**config.mk**
```make
export PLATFORM = sky130hd
export DESIGN_NAME = load_store_unit_flat
export DESIGN_NICKNAME = d
export VERILOG_FILES = /design/src/rtl/load_store_unit_if.sv /design/src/rtl/load_store_unit.sv /design/src/flat_wrapper.sv
export SDC_FILE = /design/constraint.sdc
export NUM_CORES = 1
export LEC_CHECK = 0
export CAP_MARGIN = 5
export CELL_PAD_IN_SITES_DETAIL_PLACEMENT = 1
export CELL_PAD_IN_SITES_GLOBAL_PLACEMENT = 2
export CORE_ASPECT_RATIO = 0.7
export CORE_MARGIN = 2
export CORE_UTILIZATION = 25
export CTS_CLUSTER_SIZE = 40
export DETAILED_ROUTE_END_ITERATION = 12
export PLACE_DENSITY = 0.92
export SLEW_MARGIN = 20
export SYNTH_ARGS = -nofsm -noshare
export SYNTH_HDL_FRONTEND = slang
export SYNTH_SLANG_ARGS = --single-unit
```
**constraint.sdc**
```tcl
create_clock -name clk -period 2.7 [get_ports clk]
set_input_delay 0.27 -clock clk [delete_from_list [all_inputs] [get_ports clk]]
set_output_delay 0.27 -clock clk [all_outputs]
set_load 0.01 [all_outputs]
```
**src/rtl/load_store_unit_if.sv**
```systemverilog
// rtl/load_store_unit_if.sv - memory-controller handshake bundle for one lane's load/store unit
interface load_store_unit_if;
    logic       mem_read_valid;
    logic [7:0] mem_read_address;
    logic       mem_read_ready;
    logic [7:0] mem_read_data;
    logic       mem_write_valid;
    logic [7:0] mem_write_address;
    logic [7:0] mem_write_data;
    logic       mem_write_ready;

    // Load/store unit side: issues requests, receives completions.
    modport master (
        output mem_read_valid,
        output mem_read_address,
        input  mem_read_ready,
        input  mem_read_data,
        output mem_write_valid,
        output mem_write_address,
        output mem_write_data,
        input  mem_write_ready
    );

    // Memory controller side.
    modport slave (
        input  mem_read_valid,
        input  mem_read_address,
        output mem_read_ready,
        output mem_read_data,
        input  mem_write_valid,
        input  mem_write_address,
        input  mem_write_data,
        output mem_write_ready
    );
endinterface

```
**src/rtl/load_store_unit.sv**
```systemverilog
// rtl/load_store_unit.sv - per-thread LDR/STR unit with valid/ready handshake and access timeout
module load_store_unit #(
    parameter int TIMEOUT_CYCLES = 16
) (
    input  logic                 clk,
    input  logic                 reset,
    input  logic                 enable,
    input  logic [2:0]           core_state,
    input  logic                 decoded_mem_read_enable,
    input  logic                 decoded_mem_write_enable,
    input  logic [7:0]           rs_data,
    input  logic [7:0]           rt_data,
    load_store_unit_if.master    mem,
    output logic [1:0]           lsu_state,
    output logic [7:0]           lsu_out,
    output logic                 mem_error
);
    localparam logic [2:0] CORE_REQUEST = 3'b011;
    localparam logic [2:0] CORE_UPDATE  = 3'b110;

    // Counter only has to reach TIMEOUT_CYCLES-1; keep at least one bit.
    localparam int CW = (TIMEOUT_CYCLES > 1) ? $clog2(TIMEOUT_CYCLES) : 1;
    localparam logic [CW-1:0] LAST_WAIT = CW'(TIMEOUT_CYCLES - 1);

    typedef enum logic [1:0] {
        IDLE       = 2'd0,
        REQUESTING = 2'd1,
        WAITING    = 2'd2,
        DONE       = 2'd3
    } state_t;

    state_t        state;
    logic          is_read;
    logic [CW-1:0] wait_count;

    assign lsu_state = state;

    // Access sequencer: every output is a register written only here, and a
    // disabled lane freezes the whole unit, including the wait counter.
    always_ff @(posedge clk) begin
        if (reset) begin
            state                 <= IDLE;
            is_read               <= 1'b0;
            wait_count            <= '0;
            mem.mem_read_valid    <= 1'b0;
            mem.mem_read_address  <= 8'h00;
            mem.mem_write_valid   <= 1'b0;
            mem.mem_write_address <= 8'h00;
            mem.mem_write_data    <= 8'h00;
            lsu_out               <= 8'h00;
            mem_error             <= 1'b0;
        end else if (enable) begin
            case (state)
                IDLE: begin
                    // Read wins when the decoder flags both.
                    if (core_state == CORE_REQUEST &&
                        (decoded_mem_read_enable || decoded_mem_write_enable)) begin
                        is_read <= decoded_mem_read_enable;
                        state   <= REQUESTING;
                    end
                end
                REQUESTING: begin
                    wait_count <= '0;
                    if (is_read) begin
                        mem.mem_read_address <= rs_data;
                        mem.mem_read_valid   <= 1'b1;
                    end else begin
                        mem.mem_write_address <= rs_data;
                        mem.mem_write_data    <= rt_data;
                        mem.mem_write_valid   <= 1'b1;
                    end
                    state <= WAITING;
                end
                WAITING: begin
                    if (is_read) begin
                        if (mem.mem_read_ready) begin
                            lsu_out            <= mem.mem_read_data;
                            mem.mem_read_valid <= 1'b0;
                            state              <= DONE;
                        end else if (wait_count == LAST_WAIT) begin
                            lsu_out            <= 8'hFF;
                            mem_error          <= 1'b1;
                            mem.mem_read_valid <= 1'b0;
                            state              <= DONE;
                        end else begin
                            wait_count <= wait_count + 1'b1;
                        end
                    end else begin
                        if (mem.mem_write_ready) begin
                            mem.mem_write_valid <= 1'b0;
                            state               <= DONE;
                        end else if (wait_count == LAST_WAIT) begin
                            mem_error           <= 1'b1;
                            mem.mem_write_valid <= 1'b0;
                            state               <= DONE;
                        end else begin
                            wait_count <= wait_count + 1'b1;
                        end
                    end
                end
                DONE: begin
                    // lsu_out is left alone here so UPDATE can capture it.
                    if (core_state == CORE_UPDATE) begin
                        state <= IDLE;
                    end
                end
                default: state <= IDLE;
            endcase
        end
    end
endmodule

```
**src/flat_wrapper.sv**
```systemverilog
// flat-port wrapper written by rule: the top's interface ports become plain ports
module load_store_unit_flat 
#(
    parameter int TIMEOUT_CYCLES = 16
)
  (clk, reset, enable, core_state, decoded_mem_read_enable, decoded_mem_write_enable, rs_data, rt_data, lsu_state, lsu_out, mem_error, mem_mem_read_valid, mem_mem_read_address, mem_mem_read_ready, mem_mem_read_data, mem_mem_write_valid, mem_mem_write_address, mem_mem_write_data, mem_mem_write_ready);
  load_store_unit_if mem_i ();
  input  logic clk;
  input  logic reset;
  input  logic enable;
  input  logic [2:0] core_state;
  input  logic decoded_mem_read_enable;
  input  logic decoded_mem_write_enable;
  input  logic [7:0] rs_data;
  input  logic [7:0] rt_data;
  output logic [1:0] lsu_state;
  output logic [7:0] lsu_out;
  output logic mem_error;
  output wire logic [$bits(mem_i.mem_read_valid)-1:0] mem_mem_read_valid;
  output wire logic [$bits(mem_i.mem_read_address)-1:0] mem_mem_read_address;
  input wire logic [$bits(mem_i.mem_read_ready)-1:0] mem_mem_read_ready;
  input wire logic [$bits(mem_i.mem_read_data)-1:0] mem_mem_read_data;
  output wire logic [$bits(mem_i.mem_write_valid)-1:0] mem_mem_write_valid;
  output wire logic [$bits(mem_i.mem_write_address)-1:0] mem_mem_write_address;
  output wire logic [$bits(mem_i.mem_write_data)-1:0] mem_mem_write_data;
  input wire logic [$bits(mem_i.mem_write_ready)-1:0] mem_mem_write_ready;
  assign mem_mem_read_valid = mem_i.mem_read_valid;
  assign mem_mem_read_address = mem_i.mem_read_address;
  assign mem_i.mem_read_ready = mem_mem_read_ready;
  assign mem_i.mem_read_data = mem_mem_read_data;
  assign mem_mem_write_valid = mem_i.mem_write_valid;
  assign mem_mem_write_address = mem_i.mem_write_address;
  assign mem_mem_write_data = mem_i.mem_write_data;
  assign mem_i.mem_write_ready = mem_mem_write_ready;
  load_store_unit #(.TIMEOUT_CYCLES(TIMEOUT_CYCLES)) u_core (.clk(clk), .reset(reset), .enable(enable), .core_state(core_state), .decoded_mem_read_enable(decoded_mem_read_enable), .decoded_mem_write_enable(decoded_mem_write_enable), .rs_data(rs_data), .rt_data(rt_data), .mem(mem_i), .lsu_state(lsu_state), .lsu_out(lsu_out), .mem_error(mem_error));
endmodule
```
==> results of run 1 <==
[tightest hold or removal path, cell delays in order, from the launching register on]
cell and delay, ns:
dfxtp_1 0.31, nand2_1 0.05, a21oi_1 0.05
[through the flow]
stage                     cell area, sq um  instances  utilization (%)  setup WS, ns
final                                 2645        367            39.15        0.8696
after detailed placement              2539        359            37.57        0.5348
after global routing                  2645        367            39.15        0.5630
after global placement                2539        359            37.57        0.6368
after floorplan                       1752        202                -         1.075
after CTS                             2645        367            39.15        0.8518
[cell usage after synthesis (all sizes together)]
master   count
a21o         1
and3         1
dfxtp       42
mux2i       11
o21ai        4
nand4        1
inv          5
nor3b        9
nand3b       1
a22oi        1
and4         1
nand2b       2
or2          2
xor2         1
nor3        10
buf          5
or3          3
a41oi        1
o2111ai      1
nand3        5
ha           5
clkbuf       4
o32ai        2
nor4         1
a21oi       19
a31oi        1
nor2        27
nand2       36
[state kept, by name (all words and copies together), names as in the netlist]
name	cells
u_core.mem.mem_write_address	8
u_core.mem_error	1
u_core.mem.mem_write_valid	1
u_core.lsu_state	2
u_core.mem.mem_read_address	8
u_core.lsu_out	8
u_core.wait_count	4
u_core.mem.mem_read_valid	1
u_core.mem.mem_write_data	8
u_core.is_read	1
[power by group through the flow]
| stage | logic (uW) | registers, uW | clock network (uW) |
|---|---|---|---|
| final | 141 | 636 | 490 |
| after global routing | 155 | 638 | 544 |
| after CTS | 144 | 637 | 514 |
| after detailed placement | 142 | 651 | 0 |
| after global placement | 140 | 651 | 0 |
| after floorplan | 52.5 | 654 | 0 |
[placed cells by master (no fill, tap or decap)]
master	instances
nor4_1	1
buf_4	2
clkbuf_8	5
nor2_2	2
a31oi_1	1
o2111ai_4	1
or2_2	1
mux2i_4	1
a21o_1	1
clkbuf_1	2
a22oi_1	1
nand4_1	1
dfxtp_1	42
bufinv_16	1
nor3_1	10
nand3b_1	1
o21ai_1	1
or2_1	1
a21oi_1	19
and3_1	1
clkdlybuf4s50_1	70
ha_1	5
o21ai_0	3
xor2_1	1
mux2i_1	10
or3_1	3
inv_1	5
o32ai_1	2
a41oi_1	1
nand2b_1	2
nor3b_1	9
and4_1	1
nand3_1	5
nor2_1	25
nand2_1	36
[path summary, 6_finish.rpt]
check	endpoint	slack (ns)	depth (start not counted)	start
setup / recovery	u_core.lsu_out[7]	0.87	6	u_core.lsu_state[0]
hold / removal	u_core.mem.mem_write_address[4]	0.45	2	u_core.mem.mem_write_address[4]
setup reg to reg	u_core.lsu_out[7]	0.87	6	u_core.lsu_state[0]
hold reg to reg	u_core.mem.mem_write_address[4]	0.45	2	u_core.mem.mem_write_address[4]
[per-layer routing]
layer  wire, um  GRT usage [%]  share of wire (%)  up-vias
li1           -              -                  -      830
met1       2587          19.37                 51      773
met2       2220          20.91                 44       42
met3        231          3.593                4.5        5
met4         63          4.505                1.2        0
met5          0              0                  0        -
[kinds of logic (layout without fill, tap and decap cells)]
| logic type | after synthesis | in the layout | synth area share, % |
|---|---|---|---|
| AND/OR/NAND/NOR | 99 | 99 | 26.43 |
| flip-flops | 42 | 42 | 48.00 |
| AO/OA/AOI/OAI | 30 | 30 | 10.79 |
| buffers and inverters | 14 | 85 | 3.714 |
| multiplexers | 11 | 11 | 7.000 |
| adder cells (fa/ha/maj) | 5 | 5 | 3.571 |
| XOR/XNOR | 1 | 1 | 0.5001 |
[final cells by class]
cell class,count,area share (%)
Clock buffer,7,2.886
Clock inverter,1,1.135
Inverter,5,0.7096
Multi-Input combinational cell,146,31.98
Sequential cell,42,31.79
Tap cell,94,4.447
Timing Repair Buffer,72,27.06
==> results by stage, run 1 <==
Drt:
- The number of design rule violations left after detail routing is 0.
- The via count is between 1,500 and 2,000.
- The number of design-rule violations left by the first detailed-router iteration is 45.
- The remaining antenna violation count after routing is 0.
- The via count normalized by instance count is between 4 and 5.
- For this run, the detailed router's first-pass iteration total came to 4.
- For this block, the routed nets add up to 5.102 mm of wire.
- The detailed-route wire length per cell is about 14 um.

Power and ir drop:
- The internal power is 984.5 uW.
- The relative contribution of combinational cells to total power is ~11%.
- The net switching power figure is between 200 and 300 uW.
- Power comes to ~1300 uW.
- The clock network fraction of design power is about two fifths.
- In this run the static leakage power is approximately 0.00094 uW.
- The switching part of the total power is 22.32%.
- In this run the power density over the cells is 479.2 nW/um^2.
- Of the total power, registers draw between 50% and 60%.
- Across the VDD grid, the largest voltage drop is 0.0002027 V.

Global route:
- The maximum number of pins on one net before global-route repair is 40.
- The initial antenna violation count was 0.
- Global routing used between 10% and 20% of the available tracks across all layers.
- Global routing finished with a remaining overflow of 0.
- The first global-routing pass estimated roughly 8.4 mm of wire.
- The number of global-route vias before repair is approximately 1,600.

Synthesis:
- The top cell type's share of synthesized area is 48.00%.
- The synthesized netlist net count is between 200 and 250.
- For this run, the register share of the synthesized area comes to 48.00%.
- The per-instance average area after synthesis is roughly 8.7 sq um.
- The count of unique library cells instantiated by Yosys is 33.
- In this run, synthesis produced a sequential element count of 42.
- The post-synthesis cell type with the largest combined area is dfxtp_1.
- By area the synthesized netlist is led by dfxtp_1, nand2_1, mux2i_1.
- The total of warnings raised by yosys is 0.
- The post-synthesis instance area is about 1800 sq um.
- In the synthesized netlist, the number of instances is a little over 200.

Clock tree:
- In this run the number of H-tree levels came out at 2.
- TritonCTS built the clock tree.
- No sink is reached through more buffers than the 2 on the longest clock path.
- Buffers inserted to repair hold after CTS numbered 0.
- For the worst-skew pair, the clock arrives at the later sink with an insertion delay of ~0.29 ns.
- The clock slew seen by the registers of the worst setup and hold paths is about 0.08 ns.
- The number of gates resized after CTS was 0.
- Clock tree synthesis found a total of 42 sinks.
- In this run, CTS created clock tree buffers numbering 5.
- Post-CTS timing repair inserted 0 buffers for setup.
- The root buffer selected by CTS is clkbuf_8.

Cells and area:
- For this run, the post-layout net count is a little over 300.
- The area of the multi-input gates is roughly 850 sq um.
- Relative to the synthesized area, the layout overhead comes to 51.00%.
- The register cell area after layout is about 840 sq um.
- After filler insertion, the fill cell instance count of the layout stands at around 800.
- The layout cell share with drive strength beyond 1 is 4.762%.
- The number of inserted diodes is 0.

STA:
- The final critical path time including I/O delays and setup is roughly 1.8 ns.
- The count of pins over their slew limit is 0.
- The relative slew slack is between 50 and 60%.
- The highest clock rate is around 550 MHz.
- The number of hold-slack violations in the final timing report is 0.
- Adding up every negative setup slack in the final design gives 0 ns.
- Setup violations remaining at the end of the flow were counted as 0.
- Setup repair after global routing left no endpoint under its margin.
- The transition time at the pin with the least slew margin is 0.6035 ns.
- The final clock skew is around 0.0052 ns.
- The final hold slack is 0.4546 ns.
- The share of the cycle needed by the critical path after routing is 67.79%.

Setup path:
- The type of element launching the critical path is a register.
- The critical path arrival is between 2 and 2.5 ns.
- For the worst setup path, the data required time is around 3 ns.
- The worst-path cell with the longest stage delay is nor2_2.
- The top cell family by delay on the critical path is simple AND/OR/NAND/NOR gates.
- In this design, the stage delay of the slowest critical-path cell is 0.41 ns.
- The critical path in this run is classified as reg -> reg.
- The critical path endpoint category is a register.
- Traced cell by cell, the critical path runs through inv_1 -> ha_1 -> nand3_1 -> nor2_2 -> nor2_1 -> nor3_1.
- The number of buffer and inverter instances along the worst setup path is 1.
- The biggest fanout along the worst timing path is 9.

Floorplan:
- The initial utilization of the core area, before any placement, comes to between 20% and 30%.
- The overall die width is between 100 and 150 um.
- The number of I/O pins is slightly above 70.
- The floorplan step defined a die boundary enclosing ~7700 sq um.
- In this run the vertical extent of the chip is approximately 74 um.
- The placeable core region is 6756 sq um.
- The total number of placement rows is 25.

Run status:
- The run finished with clean final reports.

Worst hold path:
- The class of the tightest hold or removal check is reg -> reg.

Place:
- The final weighted congestion in routability-driven placement is approximately 0.73.
- The detailed placer's ending HPWL is ~3.8 mm.
- Port buffering added 70 buffers.

Run:
- Across the run, the number of max-cap violations was 0.
Power figures use the tool's default switching activity.
==> run 2, diff against run 1 <==
--- a/config.mk
+++ b/config.mk
@@ -10,10 +10,10 @@
 export CELL_PAD_IN_SITES_GLOBAL_PLACEMENT = 2
 export CORE_ASPECT_RATIO = 0.7
 export CORE_MARGIN = 2
-export CORE_UTILIZATION = 25
+export CORE_UTILIZATION = 21
 export CTS_CLUSTER_SIZE = 40
 export DETAILED_ROUTE_END_ITERATION = 12
-export PLACE_DENSITY = 0.92
+export PLACE_DENSITY = 0.84
 export SLEW_MARGIN = 20
 export SYNTH_ARGS = -nofsm -noshare
 export SYNTH_HDL_FRONTEND = slang
==> constraint.sdc (replaced) <==
create_clock -name clk -period 1.49 [get_ports clk]
set_input_delay 0.149 -clock clk [delete_from_list [all_inputs] [get_ports clk]]
set_output_delay 0.149 -clock clk [all_outputs]
set_load 0.01 [all_outputs]
==> results by stage, run 2 (synthesized netlist as in run 1, its figures left out) <==
Run status:
- The run finished, with violations left.
- The final reports fail on design-rule violations, negative setup slack.

Place:
- The final weighted congestion in routability-driven placement is 0.8310 (+14%).
- The count of buffers inserted at the top-level ports came to 70 (unchanged).
- The pre-CTS worst setup slack was -0.1147 ns (-0.6495 ns).
- The detailed placer's ending HPWL is 4.001 mm (+4.3%).
- The placed instance count is 382 (+6.4%).

Power and ir drop:
- The maximum vdd ir drop was 0.0003622 V (+79%).
- The cell area power density is 836.6 nW/um^2 (+75%).
- The overall power of the completed layout is 2485 uW (+96%).
- The standby leakage power was 0.001105 uW (+18%).

Setup path:
- STA classifies the critical path endpoint as a register.
- The cell family contributing the most delay on the critical path is simple AND/OR/NAND/NOR gates.
- On the critical path, the stage with the largest delay is an instance of dfxtp_4.
- The highest cell delay on the worst timing path came to 0.36 ns (-0.05 ns).
- The signal on the critical path passes through inv_4 -> ha_4 -> nand4_1 -> o2111ai_4 -> or3_1 -> a21oi_1.
- The type of element launching the critical path is a register.
- The biggest fanout along the worst timing path is 4 (-5).
- The required time of the critical path was 1.69 ns (-1.23 ns).
- The worst setup path is of the reg -> reg kind.
- The number of buffer and inverter instances along the worst setup path is 1 (unchanged).
- The critical path arrival came to 1.71 ns (-0.34 ns).

STA:
- The final critical path time including I/O delays and setup was 1.504 ns (-0.3269 ns).
- The highest clock rate came to 665.1 MHz (+22%).
- The total negative slack was -0.01355 ns (-0.01355 ns).
- Setup repair after global routing could not meet its margin everywhere.
- The share of the cycle needed by the critical path after routing is 100.9% (+33 points).
- The number of hold-slack violations in the final timing report is 0 (unchanged).
- The final clock skew is 0.006448 ns (+0.001270 ns).
- The count of pins over their slew limit is 0 (unchanged).
- The transition time at the pin with the least slew margin is 0.3351 ns (-0.2684 ns).
- The worst setup margin is -0.01355 ns (-0.8831 ns).
- The relative slew slack is 77.55% (+18 points).
- The count of endpoints failing setup in the final report is 1 (+1).

Drt:
- The via count is 1,727 (+4.7%).
- The number of design-rule violations left by the first detailed-router iteration is 95 (+110%).
- The number of detailed-route iterations in the first pass is 8 (+4).
- The number of design rule violations left after detail routing was 6 (+6).
- The total detailed-routing wirelength is 5.468 mm (+7.2%).
- The via count normalized by instance count is 4.428 (-1.5%).
- The remaining antenna violation count after routing is 0 (unchanged).
- The detailed-route wire length per cell was 14.02 um (+0.85%).

Cells and area:
- From synthesis to final layout, the design area changed by 69.57%.
- The library cell used most frequently in the layout, excluding fill and tap cells, is clkdlybuf4s50_1.
- The final core utilization was 37.26% (-1.9 points).
- The layout cell share with drive strength beyond 1 was 15.57% (+11 points).
- The number of filler instances in the final layout is 940 (+17%).
- The number of standard cells in the layout, taps in and fillers out came to 390 (+6.3%).
- The number of nets in the finished design is 328 (+5.5%).
- Leaving out fill and tap cells, the most frequent cells in the layout are clkdlybuf4s50_1, dfxtp_1, nand2_1, nor2_1, a21oi_1.
- The number of inserted diodes is 0 (unchanged).

Global route:
- The maximum number of pins on one net before global-route repair is 20 (-50%).
- The total routing resource utilization after global routing is 12.09% (-1.7 points).
- The wire length of the first global-routing pass was 8.721 mm (+3.4%).
- The number of global-route vias before repair came to 1,777 (+8.4%).
- The initial antenna violation count is 0 (unchanged).
- The leftover overflow at the end of global routing came to 0 (unchanged).

Worst hold path:
- The class of the tightest hold or removal check is in -> reg.

Clock tree:
- The maximum clock insertion buffer count is 2 (unchanged).
- The count of hold-fix buffers inserted at cts came to 0 (unchanged).
- The clock latency at the later pin of the worst-skew pair is 0.28 ns (about the same).
- The clock slew seen by the registers of the worst setup and hold paths is 0.06 ns (-0.02 ns).
- The number of sinks on the clock net is 42 (unchanged).
- The clock buffer count from CTS is 5 (unchanged).
- TritonCTS built the clock tree.
- The deepest level of the CTS H-tree is 2 (unchanged).
- The root buffer selected by CTS is clkbuf_16.

Floorplan:
- The vertical extent of the die was 80.42 um (+8.6%).
- The starting density of the core is 21.97% (-4.0 points).
- The placeable core region is 7973 sq um (+18%).
- The overall die width is 113.2 um (+8.8%).
- The number of I/O pins is 71 (unchanged).
- The total number of placement rows came to 27 (+8.0%).
- The die area came to 9100 sq um (+18%).

Run:
- The count of max-cap constraint violations was 0 (unchanged).
==> run 2: changes by cell type in the layout (fill, tap and decap cells not counted), moves of 3 or more <==
cell / delta
buf_4: +12
clkbuf_16: +5
clkbuf_8: -5
buf_12: +4
ha_1: -4
ha_4: +4
dfxtp_1: -3
inv_1: -3
==> run 2: per-stage QoR <==
step | cell area, sq um | hold slack (ns)
floorplan | 1759 | 0.2850
global placement | 2725 | 0.4424
detailed placement | 2725 | 0.4521
CTS | 2890 | 0.4197
global route | 2970 | 0.4295
finish | 2970 | 0.4249
==> run 2: power by group <==
part           internal, uW  leakage [uW]  switching [uW]
Sequential             1140      0.000341            13.1
Combinational           184      0.000700             132
Clock                   613     0.0000640             403
Total                  1940       0.00111             548
==> run 2: layout make-up <==
class | instances | area, sq um | share of cell area, %
Multi-Input combinational cell | 146 | 938.4 | 31.59
Timing Repair Buffer | 89 | 902.1 | 30.37
Sequential cell | 42 | 849.6 | 28.60
Clock buffer | 7 | 132.6 | 4.465
Tap cell | 101 | 126.4 | 4.254
Inverter | 5 | 21.27 | 0.7161
==> run 2: what timing repair did <==
item	in CTS	in global routing
setup endpoints to repair	3	27
resized for setup	5	16
pin swaps	0	6
setup buffers	1	0
==> run 2: worst paths after layout <==
path | start | cells past startpoint | end | slack (ns)
worst max-delay path | u_core.lsu_state[0] | 6 | u_core.wait_count[2] | -0.01
worst min-delay path | rt_data[3] | 3 | u_core.mem.mem_write_data[3] | 0.42
worst max register to register | u_core.lsu_state[0] | 6 | u_core.wait_count[2] | -0.01
worst min register to register | u_core.mem.mem_write_data[5] | 2 | u_core.mem.mem_write_data[5] | 0.46
==> run 2: layer usage <==
layer | vias up | share of wire (%) | track usage (%) | routed length (um)
li1 | 861 | - | - | -
met1 | 811 | 50 | 16.57 | 2738
met2 | 50 | 43 | 18.44 | 2367
met3 | 5 | 5.5 | 3.170 | 303
met4 | 0 | 1.1 | 4.024 | 58
met5 | - | 0 | 0 | 0
==> run 2: worst register-to-register path: stages, from the launching register on <==
cell	delay [ns]
dfxtp_4	0.36
inv_4	0.05
ha_4	0.17
nand4_1	0.17
o2111ai_4	0.16
or3_1	0.37
a21oi_1	0.16
